--- src/rtl/gpio_reg_arbiter.sv ---
// Two-master round-robin arbiter and access sequencer for the GPIO register file.
// A granted transaction runs IDLE -> ACCESS -> (WAIT x RD_LAT for reads) -> ACK.
module gpio_reg_arbiter #(
  parameter int RD_LAT = 1
) (
  input  logic        clk,
  input  logic        reset,
  input  logic        m0_req,
  input  logic        m0_r_wn,
  input  logic [4:2]  m0_addr,
  input  logic [3:0]  m0_wben,
  input  logic [31:0] m0_wdata,
  output logic        m0_ack,
  output logic [31:0] m0_rdata,
  input  logic        m1_req,
  input  logic        m1_r_wn,
  input  logic [4:2]  m1_addr,
  input  logic [3:0]  m1_wben,
  input  logic [31:0] m1_wdata,
  output logic        m1_ack,
  output logic [31:0] m1_rdata,
  output logic [4:2]  rf_addr,
  output logic [3:0]  rf_wben,
  output logic        rf_r_wn,
  output logic [31:0] rf_wdata,
  input  logic [31:0] rf_rdata,
  output logic        busy,
  output logic        gnt_id
);

  typedef enum logic [1:0] {IDLE, ACCESS, WAIT, ACK} state_t;

  localparam logic [1:0] LAT = 2'(RD_LAT);

  state_t      state, state_nxt;
  logic        cmd_r_wn;
  logic [3:0]  cmd_wben;
  logic [1:0]  cnt;
  logic        grant_any;
  logic        grant_sel;
  logic        capture;

  // Round-robin: on a tie the master that did not own the last transaction wins.
  always_comb begin
    grant_any = m0_req | m1_req;
    if (m0_req && m1_req) grant_sel = ~gnt_id;
    else                  grant_sel = m1_req;
  end

  // NOTE: every signal gets a default before the case so no latch is inferred.
  always_comb begin
    state_nxt = state;
    capture   = 1'b0;
    case (state)
      IDLE:   if (grant_any) state_nxt = ACCESS;
      ACCESS: begin
        if (cmd_r_wn && LAT != 2'd0) state_nxt = WAIT;
        else begin
          state_nxt = ACK;
          capture   = cmd_r_wn;
        end
      end
      WAIT: begin
        if (cnt == 2'd1) begin
          state_nxt = ACK;
          capture   = 1'b1;
        end
      end
      ACK:     state_nxt = IDLE;
      default: state_nxt = IDLE;
    endcase
  end

  // Strobes are decoded from state so a reset forces them inactive immediately.
  always_comb begin
    rf_wben = (state == ACCESS && !cmd_r_wn) ? cmd_wben : 4'b0000;
    rf_r_wn = (state == ACCESS) ? cmd_r_wn : 1'b1;
    m0_ack  = (state == ACK) && !gnt_id;
    m1_ack  = (state == ACK) &&  gnt_id;
    busy    = (state != IDLE);
  end

  // NOTE: sequential state uses non-blocking assignments so all registers update together.
  always_ff @(posedge clk or negedge reset) begin
    if (!reset) state <= IDLE;
    else        state <= state_nxt;
  end

  // NOTE: the read-data holding registers are reset too; they are observable outputs.
  always_ff @(posedge clk or negedge reset) begin
    if (!reset) begin
      gnt_id   <= 1'b1;
      cmd_r_wn <= 1'b1;
      cmd_wben <= 4'b0000;
      rf_addr  <= 3'b000;
      rf_wdata <= 32'h0;
      cnt      <= 2'd0;
      m0_rdata <= 32'h0;
      m1_rdata <= 32'h0;
    end else begin
      if (state == IDLE && grant_any) begin
        gnt_id   <= grant_sel;
        cmd_r_wn <= grant_sel ? m1_r_wn  : m0_r_wn;
        cmd_wben <= grant_sel ? m1_wben  : m0_wben;
        rf_addr  <= grant_sel ? m1_addr  : m0_addr;
        rf_wdata <= grant_sel ? m1_wdata : m0_wdata;
      end
      if (state == ACCESS) cnt <= LAT;
      else if (state == WAIT) cnt <= cnt - 2'd1;
      if (capture) begin
        if (gnt_id) m1_rdata <= rf_rdata;
        else        m0_rdata <= rf_rdata;
      end
    end
  end

endmodule
--- config.mk ---
export PLATFORM = sky130hd
export DESIGN_NAME = gpio_reg_arbiter
export DESIGN_NICKNAME = d
export VERILOG_FILES = /design/src/rtl/gpio_reg_arbiter.sv
export SDC_FILE = /design/constraint.sdc
export NUM_CORES = 1
export LEC_CHECK = 0
export ABC_AREA = 1
export BUFFER_PORTS_ARGS = -buffer_cell sky130_fd_sc_hd__clkbuf_2
export CORE_MARGIN = 10
export CORE_UTILIZATION = 51
export CTS_CLUSTER_DIAMETER = 100
export DETAILED_ROUTE_END_ITERATION = 16
export GPL_ROUTABILITY_DRIVEN = 0
export PLACE_DENSITY_LB_ADDON = 0.05
export SKIP_LAST_GASP = 1
export SYNTH_ARGS = -nofsm -noshare
export SYNTH_HDL_FRONTEND = slang
export SYNTH_SLANG_ARGS = --single-unit
export TNS_END_PERCENT = 20
--- constraint.sdc ---
create_clock -name clk -period 3.9 [get_ports clk]
set_clock_uncertainty 0.1 [all_clocks]
set_input_delay 0.975 -clock clk [delete_from_list [all_inputs] [get_ports clk]]
set_output_delay 0.975 -clock clk [all_outputs]
set_load 0.03 [all_outputs]
==> results of run 1 <==
## Yosys cell counts
cell      instances  share of area
nand2_1         196           0.15
inv_1           126          0.094
dfrtp_1         107           0.54
nand3_1          82          0.082
o21ai_0          41          0.041
o21ai_1          25          0.025
buf_2            24          0.024
nor2_1            7         0.0053
clkbuf_1          6         0.0045
ha_1              6          0.015
buf_1             3         0.0022
dfstp_2           2          0.010
nand2_2           2         0.0025
nand3_2           1         0.0020
nand3b_4          1         0.0040
nor2_2            1         0.0013
o21ai_2           1         0.0018
o22ai_1           1         0.0013
or2_2             1         0.0013
## sequential cells by signal, summed over array words and instances, names as in the netlist
name	flops
m0_rdata	32
m1_rdata	32
rf_wdata	32
cmd_wben	4
rf_addr	3
cnt	2
state	2
cmd_r_wn	1
gnt_id	1
## logic make-up after synthesis
kind of cell	count (synthesis)
compound gates	68
fa+ha+maj	6
buf+inv	159
flops	109
simple gates	291
## critical path, stage by stage, from the launching register on
cell and delay [ps]:
dfrtp_1 420, inv_1 110, ha_1 170, nand2_1 160
nor2_1 160, clkbuf_2 230
## power by group
| part | internal [mW] | leakage, nW | switching (mW) |
|---|---|---|---|
| clock network | 0.444 | 0.127 | 0.378 |
| registers | 1.72 | 1.31 | 0.343 |
| logic | 0.845 | 2.58 | 2.15 |
| total | 3.01 | 4.02 | 2.87 |
## placed cells by master (no fill, tap or decap), types with 2 or more instances in the layout
cell       count
clkbuf_2     222
nand2_1      196
inv_1        126
dfrtp_1      107
nand3_1       82
o21ai_0       41
o21ai_1       25
clkbuf_8      10
buf_4         10
nor2_1         7
ha_1           6
bufinv_16      3
nand2_2        2
clkinv_2       2
dfstp_2        2
## layer usage
metal,part of all wire,track usage,vias up
met3,0.088,0.06188,22
li1,-,-,2333
met5,0,0,-
met2,0.49,0.3281,179
met1,0.40,0.2321,2112
met4,0.019,0.07863,0
## stage by stage
step           cells  area, sq um    util  worst slack, ps  hold slack, ps
3_3_place_gp     965         6203  0.6406             1600           360.4
3_5_place_dp     965         6203  0.6406             1541           366.0
4_1_cts          981         6450  0.6660             1187           380.3
5_1_grt          981         6450  0.6660             1069           415.7
6_report         981         6450  0.6660             1220           378.1
2_1_floorplan    633         5005       -             1448           347.3
## layout make-up
class	instances	area share
inverters	126	0.07333
multi-input cells	365	0.2555
repair buffers	232	0.1839
flip-flops and latches	109	0.4233
clock inverters	6	0.01688
well taps	133	0.02580
clock buffers	10	0.02134
## path summary, 6_finish.rpt
check,start,to,slack [ps],depth (start not counted)
max,state[1],rf_wben[0],1220,5
min reg2reg,cmd_r_wn,cmd_r_wn,380,2
max in group asynchronous,reset,m0_rdata[12],2290,2
min in group asynchronous,reset,m0_rdata[9],550,1
min,cmd_r_wn,cmd_r_wn,380,2
max reg2reg,state[0],cmd_wben[0],1830,7
==> qor.txt, run 1 <==
DIE HEIGHT -> 119.1 microns
register area -> 0.002730 sq mm
full die area -> 0.01418 sq mm
endpoint type of the worst setup path -> primary output
arrival time at the worst endpoint -> 1610 ps
Core Area -> 0.009684 sq mm
Max Clk Rate -> 373.1 MHz
clock sinks -> 109
flops & latches, synth -> 109
Slew HR -> 0.4950
clock latency on the worst-skew pair -> 360 ps
drt first pass iters -> 4
max-slew violation count -> 0
Tmin final -> 2680 ps
Cell Rows -> 36
Multi-input gate area -> 0.001648 sq mm
run status -> completed
die width -> 119.1 microns
starting density of the core -> 0.5168
synthesized area per cell -> 7.906 sq um
vias -> 4646
CTS tree -> yes
Max FO, Critical Path -> 6
setup_tns -> 0 ps
Final Setup Violations -> 0
Worst setup SP type -> flip-flop
Worst-Margin Slew -> 754.9 ps
HP Class -> reg -> reg
H-tree levels -> 3
largest net degree at the start of global routing -> 65
diode count -> 0
Longest Clk Path Bufs -> 2
RSZ-0062 raised after global routing -> no
CTS root buf -> clkbuf_8
Cell Area, Synth -> 0.005005 sq mm
Synth Warn # -> 0
post-synthesis mux area share -> 0
number of global-route vias before repair -> 4914
initial antenna violation count -> 0
layout cells sized above 1 -> 0.3031
Simple-Gate Fraction of Synth Area -> 0.2453
Final Hold Vio Count -> 0
Tot Pwr -> 5.878 mW
post-CTS setup buffer count -> 0
first-pass GRT wire length -> 23450 microns
XOR/XNOR Fraction of Synth Area -> 0
final worst-path cycle share -> 0.6872
Mapped Cells -> 633
worst vdd ir -> 0.4518 mV
I/O Pins -> 224
max-cap viol count -> 0
count of hold buffers inserted by post-cts repair -> 0
number of port buffers -> 223
gr usage total -> 0.1971
Leakage -> 4.018 nW
area fraction in compound gates after synthesis -> 0.06900
Synthesized Nets -> 755
Synth Area in Adders -> 0.01500
post-cts sizing count -> 0
post-synthesis sequential area ratio -> 0.5455
WP data required -> 2820 ps
Netlist cell types -> 19
Post-route DRC -> 0
final WL -> 13990 microns
PwrDens -> 911.3 mW/mm^2
wire length per cell -> 14.26 microns
Routed Antenna Nets -> 0
TritonCTS buffer count -> 9
Layout fillers -> 907
Crit Path Category -> reg -> out
detailed router's first-iteration violation count -> 362
nets -> 965
main combinational cell family by area after synthesis -> simple AND/OR/NAND/NOR gates
area grow syn2layout -> 28.88%
GRT overflow -> 0
drt via density -> 4.736
Detailed Place HPWL -> 10730 microns
clk slew on worst S/H paths -> 90 ps
Note: power is estimated with default switching activity, not from simulation.
==> run 2: changes to the inputs <==
--- a/config.mk
+++ b/config.mk
@@ -8,7 +8,7 @@
 export ABC_AREA = 1
 export BUFFER_PORTS_ARGS = -buffer_cell sky130_fd_sc_hd__clkbuf_2
 export CORE_MARGIN = 10
-export CORE_UTILIZATION = 51
+export CORE_UTILIZATION = 47
 export CTS_CLUSTER_DIAMETER = 100
 export DETAILED_ROUTE_END_ITERATION = 16
 export GPL_ROUTABILITY_DRIVEN = 0
==> constraint.sdc (replaced) <==
create_clock -name clk -period 2.7 [get_ports clk]
set_clock_uncertainty 0.1 [all_clocks]
set_input_delay 0.675 -clock clk [delete_from_list [all_inputs] [get_ports clk]]
set_output_delay 0.675 -clock clk [all_outputs]
set_load 0.03 [all_outputs]
==> run 2 against run 1 <==
Compared with the run above:
- cell count up 0.41%
- clock power rose by 18%
- via count decreased by 2.1%
- largest cell class unchanged
- sequential power rose by 45%
- sequential share of layout area fell by 0.057 points
- register-to-register slack worse by 1200 ps
- routed wire length shrank 0.54%
- clock-buffer cell count up 5
- hold slack got worse by 200 ps
- worst setup slack worse by 910 ps
- combinational power grew 45%
==> qor.txt, run 2 (synthesis gave the netlist of run 1 again) <==
run status -> completed
Detailed Place HPWL -> 10790 microns
r2r setup slk -> 660 ps
Sequential Power Share -> 0.360
Max Clk Rate -> 418.4 MHz
max-slew violation count -> 0
H-tree levels -> 3
P_int -> 4.192 mW
delay-heaviest family, CP -> flip-flops
Slew HR -> 0.5919
full die area -> 0.01518 sq mm
die width -> 123.2 microns
Core Area -> 0.01037 sq mm
Clock Power Share -> 0.117
clock latency on the worst-skew pair -> 370 ps
post-CTS setup buffer count -> 0
PwrDens -> 1286 mW/mm^2
number of port buffers -> 223
top flop regs -> m0_rdata: 32 flops, m1_rdata: 32 flops, rf_wdata: 32 flops
max-cap viol count -> 0
GRT overflow -> 0
HP Class -> in -> async
Longest Clk Path Bufs -> 2
clock sinks -> 109
count of hold buffers inserted by post-cts repair -> 0
setup_tns -> 0 ps
arrival time at the worst endpoint -> 1620 ps
largest net degree at the start of global routing -> 65
RSZ-0062 raised after global routing -> no
final worst-path cycle share -> 0.8852
post-cts sizing count -> 0
slowest cell on the critical path -> dfrtp_1
Max FO, Critical Path -> 6
detailed router's first-iteration violation count -> 502
I/O Pins -> 224
Cell Rows -> 37
switch share -> 0.4953
Combinational Power Share -> 0.523
Worst setup SP type -> flip-flop
diode count -> 0
final WL -> 13910 microns
gr usage total -> 0.1808
wire length per cell -> 14.13 microns
Post-route DRC -> 0
layout cells sized above 1 -> 0.2980
starting density of the core -> 0.4826
endpoint type of the worst setup path -> primary output
Leakage -> 4.011 nW
Tot Pwr -> 8.306 mW
number of global-route vias before repair -> 4560
most common cell after layout, fill and taps aside -> clkbuf_2
CTS root buf -> clkbuf_8
Final Setup Violations -> 0
CP bufs+invs -> 2
Crit path largest cell delay -> 420 ps
Worst-Margin Slew -> 612.1 ps
WP data required -> 1920 ps
area grow syn2layout -> 29.05%
nets -> 966
DIE HEIGHT -> 123.2 microns
clk slew on worst S/H paths -> 100 ps
Final Core Density -> 0.6228
first-pass GRT wire length -> 22270 microns
Net Switching -> 4.114 mW
initial antenna violation count -> 0
Final Hold Vio Count -> 0
critical path cell sequence -> inv_1 > ha_1 > nand2_1 > nor2_1 > clkbuf_2
drt via density -> 4.618
Crit Path Category -> reg -> out
Routed Antenna Nets -> 0
CTS tree -> yes
worst vdd ir -> 0.5381 mV
vias -> 4549
TritonCTS buffer count -> 9
most frequent cells in the layout -> clkbuf_2, nand2_1, inv_1, dfrtp_1, nand3_1
Tmin final -> 2390 ps
drt first pass iters -> 4
## run 2: cell types whose count changed in the layout (fill, tap and decap cells not counted), sizes merged
cell    change
inv         -1
bufinv      -2
clkinv      -2
buf         +1
clkbuf      +5
## run 2: final cells by class
class | count | area, sq um
Sequential cell | 109 | 2730
Fill cell | 969 | 3911
Clock inverter | 1 | 30.03
Timing Repair Buffer | 233 | 1244
Tap cell | 136 | 170.2
Clock buffer | 15 | 156.4
Inverter | 126 | 473.0
Multi-Input combinational cell | 365 | 1655
## run 2: path summary, 6_finish.rpt
check	start	endpoint	cells past startpoint
setup / recovery	state[1]	rf_wben[3]	5
hold / removal	reset	m0_rdata[10]	1
setup reg to reg	state[0]	m1_rdata[18]	6
hold reg to reg	cmd_r_wn	cmd_r_wn	2
max in group asynchronous	reset	cmd_r_wn	2
min in group clk	cmd_r_wn	cmd_r_wn	2
## run 2: power groups by stage
stage	Sequential, mW	Clock (mW)	Combinational, mW
floorplan	4.45	0	1.50
global placement	3.01	0	4.32
detailed placement	3.01	0	4.43
CTS	2.99	0.992	4.42
global route	3.09	1.06	4.78
finish	2.99	0.974	4.34
## run 2: metal layers
metal | wire, microns | vias up | track usage | share of wire
met3 | 1381 | 27 | 0.06655 | 0.099
met5 | 0 | - | 0 | 0
li1 | - | 2333 | - | -
met1 | 5672 | 2013 | 0.2158 | 0.41
met4 | 309 | 0 | 0.06914 | 0.022
met2 | 6550 | 176 | 0.2926 | 0.47
## run 2: stage by stage
stage | hold slack (ps) | setup WS (ps) | cell area, sq um | cells
2_1_floorplan | 279.4 | 548.2 | 5005 | 633
3_5_place_dp | 358.8 | 619.1 | 6272 | 969
3_3_place_gp | 357.1 | 654.4 | 6272 | 969
5_1_grt | 214.1 | 219.7 | 6459 | 985
4_1_cts | 200.4 | 299.3 | 6459 | 985
6_report | 175.5 | 310.0 | 6459 | 985
